==> src/rtl/dphy_hs_rx_lane.sv <==
// D-PHY data-lane HS receive controller: LP-11 -> LP-01 -> LP-00 entry, HS-settle, sync hunt, byte deserialization.
// Optional DPHY_RX_SOT_1BIT_EN: accept a sync byte with a single-bit error, flagged on err_sot.
module dphy_hs_rx_lane #(
  parameter int unsigned SETTLE_CYCLES = 6,
  parameter int unsigned SYNC_TIMEOUT  = 31,
  parameter logic [7:0]  SYNC_BYTE     = 8'hB8
) (
  input  logic       clk,
  input  logic       reset,
  input  logic       lp_dp,
  input  logic       lp_dn,
  input  logic       hs_bit,
  output logic [7:0] rx_data,
  output logic       rx_valid,
  output logic       rx_active,
  output logic       rx_sync,
  output logic       stop_state,
  output logic       err_control,
  output logic       err_sot_sync,
  output logic       err_sot
);

  // state | meaning: STOP LP-11 idle | HS_RQST LP-01 seen | SETTLE LP-00 settle timer
  // HUNT sync search | RECEIVE byte deserialization | ERR_WAIT sync timed out, wait for LP-11
  typedef enum logic [2:0] {
    ST_STOP, ST_HS_RQST, ST_SETTLE, ST_HUNT, ST_RECEIVE, ST_ERR_WAIT
  } state_t;

  localparam logic [4:0] SETTLE_LAST = 5'(SETTLE_CYCLES - 1);
  localparam logic [4:0] TIMEOUT     = 5'(SYNC_TIMEOUT);

  state_t     state_q, state_d;
  logic [4:0] cnt_q, cnt_d;
  logic [3:0] bit_cnt_q, bit_cnt_d;
  logic [7:0] sr_q, sr_d;
  logic [7:0] rx_data_q, rx_data_d;
  logic       rx_valid_q, rx_valid_d;
  logic       rx_sync_q, rx_sync_d;
  logic       err_control_q, err_control_d;
  logic       err_sot_sync_q, err_sot_sync_d;
  logic [1:0] lp;
  logic [7:0] sr_shift;
  logic       bits_full;
  logic       exact;
`ifdef DPHY_RX_SOT_1BIT_EN
  logic       err_sot_q, err_sot_d;
  logic [7:0] diff;
  logic       near;
`endif

  always_comb begin
    lp             = {lp_dp, lp_dn};
    sr_shift       = {hs_bit, sr_q[7:1]};
    bits_full      = (bit_cnt_q >= 4'd7);  // current bit makes it at least 8
    exact          = (sr_shift == SYNC_BYTE);
`ifdef DPHY_RX_SOT_1BIT_EN
    diff           = sr_shift ^ SYNC_BYTE;
    near           = (diff != 8'd0) && ((diff & (diff - 8'd1)) == 8'd0);
    err_sot_d      = 1'b0;
`endif
    state_d        = state_q;
    cnt_d          = cnt_q;
    bit_cnt_d      = bit_cnt_q;
    sr_d           = sr_q;
    rx_data_d      = rx_data_q;
    rx_valid_d     = 1'b0;
    rx_sync_d      = 1'b0;
    err_control_d  = 1'b0;
    err_sot_sync_d = 1'b0;

    case (state_q)
      ST_STOP: begin
        if (lp == 2'b01) state_d = ST_HS_RQST;
      end
      ST_HS_RQST: begin
        case (lp)
          2'b01: state_d = ST_HS_RQST;
          2'b00: begin
            state_d = ST_SETTLE;
            cnt_d   = 5'd0;
          end
          2'b11: state_d = ST_STOP;
          default: begin
            state_d       = ST_STOP;
            err_control_d = 1'b1;
          end
        endcase
      end
      ST_SETTLE: begin
        if (lp != 2'b00) begin
          state_d       = ST_STOP;
          err_control_d = 1'b1;
        end else if (cnt_q == SETTLE_LAST) begin
          state_d   = ST_HUNT;
          cnt_d     = 5'd0;
          bit_cnt_d = 4'd0;
          sr_d      = 8'd0;
        end else begin
          cnt_d = cnt_q + 5'd1;
        end
      end
      ST_HUNT: begin
        if (lp != 2'b00) begin
          state_d       = ST_STOP;
          err_control_d = 1'b1;
        end else begin
          sr_d      = sr_shift;
          bit_cnt_d = bits_full ? 4'd8 : bit_cnt_q + 4'd1;
          cnt_d     = cnt_q + 5'd1;
          if (bits_full && exact) begin
            state_d   = ST_RECEIVE;
            rx_sync_d = 1'b1;
            bit_cnt_d = 4'd0;
`ifdef DPHY_RX_SOT_1BIT_EN
          end else if (bits_full && near) begin
            state_d   = ST_RECEIVE;
            rx_sync_d = 1'b1;
            err_sot_d = 1'b1;
            bit_cnt_d = 4'd0;
`endif
          end else if ((cnt_q + 5'd1) == TIMEOUT) begin
            state_d        = ST_ERR_WAIT;
            err_sot_sync_d = 1'b1;
          end
        end
      end
      ST_RECEIVE: begin
        case (lp)
          2'b00: begin
            sr_d = sr_shift;
            if (bit_cnt_q == 4'd7) begin
              rx_data_d  = sr_shift;
              rx_valid_d = 1'b1;
              bit_cnt_d  = 4'd0;
            end else begin
              bit_cnt_d = bit_cnt_q + 4'd1;
            end
          end
          2'b11: begin
            state_d   = ST_STOP;  // partial byte dropped
            bit_cnt_d = 4'd0;
          end
          default: begin
            state_d       = ST_STOP;
            err_control_d = 1'b1;
            bit_cnt_d     = 4'd0;
          end
        endcase
      end
      ST_ERR_WAIT: begin
        if (lp == 2'b11) state_d = ST_STOP;
      end
      default: state_d = ST_STOP;
    endcase
  end

  always_ff @(posedge clk or posedge reset) begin
    if (reset) begin
      state_q        <= ST_STOP;
      cnt_q          <= 5'd0;
      bit_cnt_q      <= 4'd0;
      sr_q           <= 8'd0;
      rx_data_q      <= 8'd0;
      rx_valid_q     <= 1'b0;
      rx_sync_q      <= 1'b0;
      err_control_q  <= 1'b0;
      err_sot_sync_q <= 1'b0;
    end else begin
      state_q        <= state_d;
      cnt_q          <= cnt_d;
      bit_cnt_q      <= bit_cnt_d;
      sr_q           <= sr_d;
      rx_data_q      <= rx_data_d;
      rx_valid_q     <= rx_valid_d;
      rx_sync_q      <= rx_sync_d;
      err_control_q  <= err_control_d;
      err_sot_sync_q <= err_sot_sync_d;
    end
  end

`ifdef DPHY_RX_SOT_1BIT_EN
  always_ff @(posedge clk or posedge reset) begin
    if (reset) err_sot_q <= 1'b0;
    else       err_sot_q <= err_sot_d;
  end
  assign err_sot = err_sot_q;
`else
  assign err_sot = 1'b0;
`endif

  assign rx_data      = rx_data_q;
  assign rx_valid     = rx_valid_q;
  assign rx_sync      = rx_sync_q;
  assign err_control  = err_control_q;
  assign err_sot_sync = err_sot_sync_q;
  assign rx_active    = (state_q == ST_RECEIVE);
  assign stop_state   = (state_q == ST_STOP);

endmodule
==> config.mk <==
export PLATFORM = sky130hd
export DESIGN_NAME = dphy_hs_rx_lane
export DESIGN_NICKNAME = d
export VERILOG_FILES = /design/src/rtl/dphy_hs_rx_lane.sv
export SDC_FILE = /design/constraint.sdc
export NUM_CORES = 1
export LEC_CHECK = 0
export CAP_MARGIN = 20
export CORE_MARGIN = 3
export CORE_UTILIZATION = 30
export CTS_CLUSTER_SIZE = 8
export DETAILED_ROUTE_END_ITERATION = 12
export HOLD_SLACK_MARGIN = 0.03
export PLACE_DENSITY_LB_ADDON = 0.05
export SLEW_MARGIN = 30
export SYNTH_ARGS = -nofsm -noshare
export SYNTH_HDL_FRONTEND = slang
export SYNTH_SLANG_ARGS = --single-unit
==> constraint.sdc <==
create_clock -name clk -period 4.06 [get_ports clk]
set_clock_uncertainty 0.15 [all_clocks]
set_input_delay 1.015 -clock clk [delete_from_list [all_inputs] [get_ports clk]]
set_output_delay 1.015 -clock clk [all_outputs]
set_load 0.1 [all_outputs]
==> out/results.txt <==
The flow ran to the end, and the final reports show no timing, DRC or antenna violations. The number of buffers and inverters on the critical path is 2. At the worst endpoint, the arrival time is 3.05 ns.

The design draws 1.14 mW. The synthesized netlist devotes 14.9% of its cell area to compound gates. The number of nets in the synthesized netlist is 185. The simple-gate area share of the yosys netlist was 19.6%. Number of pins exceeding their max-slew limit in the final report: 0.

The type of the worst min-delay path was flop to flop. The first global-routing pass estimated 6380 um of wire. The synthesis-stage register bit count is 31, and the total count of hold-check failures in the final report is 0.

The total number of clock tree sinks came out at 31. The via total after detailed routing came out at 1,277. By area, the combinational part of the netlist is dominated by simple AND/OR/NAND/NOR gates. For this run, the slowest stage of the critical path takes 0.47 ns.

Via count of the first global-routing pass: 1,266. The vias per cell is 4.84, and the detailed-route wire length per cell is 13.6 um. The clock passes through at most 2 buffers.

The total overflow left after global routing is 0. The netlist uses 45 different library cells. The tools report the post-detailed-placement half-perimeter wirelength as 2570 um. The share of synthesized area spent on multiplexers came out at 10.3%.

The worst setup path is launched from an input port. Routability congestion estimate from global placement: 0.759. In this run the count of I/O pins placed on the die edge is 20. After the first detailed-routing iteration, the DRC count stood at 75. In this run the clock root is driven by a sky130_fd_sc_hd__clkbuf_8. The register area share after synthesis is 43.2%, and the average instance area after synthesis is 10.6 um2. In the final design database the tool counted 206 nets. The tools report the total of warnings raised by yosys as 0.

Setup repair after global routing left no endpoint under its margin. The count of nets left with antenna violations once routing finished came out at 0. After detailed routing, the total wire length is 3590 um. The number of buffers inserted to repair setup after CTS was 0. The die covers 6950 um2.

Walking the worst path, the cells encountered are clkdlybuf4s50_1, inv_1, ha_1, nand4bb_4, nor2_2, mux2_2. In the layout the commonest cells are sky130_fd_sc_hd__dfrtp_1, sky130_fd_sc_hd__clkdlybuf4s50_1, sky130_fd_sc_hd__nand2_1. The H-tree generated during clock tree synthesis spans 2 levels.

Buffers placed on the I/O ports in this run total 18. The power per cell area came out at 532 nW/um2. The run gives 5640 um2 as the core outline area.

Path type of the worst setup path: input port to flop. Setup violations remaining at the end of the flow were counted as 0. The site row count was 27; the share of post-route cells with drive strength above 1 was 17.2%.

TritonCTS built the clock tree. In this run the static leakage power is 0.933 nW. For the worst setup path, the data required time is 4.07 ns.

The path with the worst hold slack has its endpoint at rx_data[1]$_DFFE_PP0P_. The clock transition time at the flip-flop clock pins of the worst setup and hold paths was 0.07 ns; the die outline width was 83.4 um. After Yosys synthesis, full adders, half adders and majority gates account for 6.96% of the synthesized area. Entering global routing, the biggest net connects 32 pins. The tools report the initial antenna violation count as 0. STA classifies the critical path endpoint as a flop. The instance count along the most critical hold path was 1; the normalized max-slew margin was 33.9%. The worst path needs 3.04 ns of the cycle, external delays included.

The synthesized netlist occupies a cell area of 1800 um2. The DRC violation count after routing was 0; the slew at the pin with the worst max-slew slack was 0.988 ns. Cells fill 38.0% of the core in the end.

The number of inserted diodes was 0; the internal reg-to-reg setup slack was 2.00 ns. The post-synthesis to final-layout area growth is 19.4%, and the initial core utilization is 31.8%. From bottom edge to top edge, the die measures 83.4 um.

The worst path uses 74.8% of the clock period. The clock insertion delay at the later pin of the skew report is 0.28 ns, and the number of gates resized after cts is 0. The number of cells traversed by the worst register-to-register path was 3; the highest clock rate was 329 MHz. The kind of cell adding the most delay to the critical path was simple AND/OR/NAND/NOR gates. The global routing usage summed across all routing layers is 11.4%.

The number of clock buffers added by TritonCTS is 5. The count of hold-fix buffers inserted at cts came out at 0. Among all stages on the critical path, the largest delay is contributed by sky130_fd_sc_hd__nor2_2. In this run the worst path has a maximum fanout of 9. After Yosys synthesis, XOR and XNOR cells account for 0.975% of the synthesized area. The run gives 4 as the iteration count of the initial detailed-routing pass.

For the final routed database, the setup TNS stands at 0 ns. Commonest non-fill, non-tap cell in the layout: sky130_fd_sc_hd__dfrtp_1. The launch point of the worst reg-to-reg path is state_q[0]$_DFFE_PP0P_. The worst hold path begins at rx_data[1]$_DFFE_PP0P_. The tool flagged a number of max-cap violations equal to 0. The run gives 170 as the synthesized netlist cell count.

The reg-to-reg critical path endpoint was rx_data[6]$_DFFE_PP0P_. For the worst ir drop on vdd, the log shows 233 uV.
==> metrics by stage <==
step           cells  hold slack (ns)  area (um2)  worst slack (ns)
2_1_floorplan    170            0.326        1800             0.184
3_3_place_gp     256            0.339        2040             0.798
3_5_place_dp     256            0.344        2040             0.719
4_1_cts          264            0.360        2150              1.01
5_1_grt          264            0.383        2150             0.868
6_report         264            0.356        2150              1.02
==> worst register-to-register path: cells and delay by family (launching register included) <==
family | cells | cell delay [ns]
AND/OR/NAND/NOR | 2 | 0.83
flip-flops | 1 | 0.58
multiplexers | 1 | 0.40
==> layer usage <==
| layer | GRT usage, % | up-vias | routed length [um] |
|---|---|---|---|
| met5 | 0 | - | 0 |
| met4 | 3.57 | 0 | 49 |
| met3 | 3.87 | 6 | 171 |
| met2 | 15.7 | 24 | 1460 |
| met1 | 16.6 | 597 | 1910 |
| li1 | - | 650 | - |
==> how the worst max path moves through the flow <==
stage / start / endpoint / slack (ns) / depth (start not counted)
floorplan: state_q[2]$_DFFE_PP0P_ / stop_state / 0.18 / 2
global placement: lp_dp / rx_data[1]$_DFFE_PP0P_ / 0.80 / 6
detailed placement: lp_dp / rx_data[6]$_DFFE_PP0P_ / 0.72 / 6
CTS: lp_dp / rx_data[6]$_DFFE_PP0P_ / 1.01 / 6
global route: lp_dp / rx_data[1]$_DFFE_PP0P_ / 0.87 / 6
finish: lp_dp / rx_data[6]$_DFFE_PP0P_ / 1.02 / 6
==> synth_stat cells, drive strengths merged <==
cell type | number | share of area (%)
o211ai | 2 | 0.84
nand4b | 1 | 0.49
nand3 | 3 | 0.84
o21ba | 1 | 0.56
dfrtp | 31 | 43
a21boi | 1 | 1.0
or2b | 1 | 0.42
nor2 | 6 | 1.4
or3 | 1 | 0.35
o2bb2ai | 1 | 0.49
and3b | 1 | 0.70
inv | 11 | 2.3
o22ai | 2 | 0.70
conb | 1 | 0.21
nand2 | 14 | 3.1
nor3b | 3 | 1.3
a211oi | 1 | 1.1
a21oi | 8 | 2.2
nor4b | 1 | 0.49
nor2b | 2 | 0.70
a21o | 4 | 1.7
o32a | 1 | 0.56
o211a | 1 | 0.56
nand2b | 7 | 2.4
a311o | 1 | 0.56
o21ai | 14 | 4.1
nand4bb | 2 | 2.2
xnor2 | 2 | 0.98
ha | 10 | 7.0
nor3 | 5 | 1.4
and3 | 2 | 0.70
and4bb | 1 | 0.91
mux2i | 5 | 2.8
buf | 5 | 1.5
mux2 | 12 | 7.5
nand3b | 3 | 1.3
and4b | 2 | 1.1
a22o | 1 | 0.49
==> registers in the layout (all words and copies together), names as in the netlist <==
register	cells
rx_data	8
bit_cnt_q	4
cnt_q	5
sr_q	7
rx_valid	1
state_q	3
rx_sync	1
err_control	1
err_sot_sync	1
==> cell type report <==
cell class / instances / area, um2
repair buffers: 19 / 183
fillers: 540 / 3500
multi-input cells: 123 / 952
clock buffers: 7 / 96.3
well taps: 72 / 90.1
inverters: 11 / 41.3
clock inverters: 1 / 7.51
flip-flops and latches: 31 / 776
==> logic make-up after synthesis <==
family / count (synthesis)
adder cells (fa/ha/maj): 10
other: 1
AND/OR/NAND/NOR: 55
flip-flops: 31
AO/OA/AOI/OAI: 38
buffers and inverters: 16
XOR/XNOR: 2
multiplexers: 17
==> where the power goes <==
group,total (mW),internal (mW),switching [mW]
Sequential,0.459,0.368,0.0911
Clock,0.273,0.154,0.119
Combinational,0.409,0.149,0.260
(Power assumes the default switching activity.)
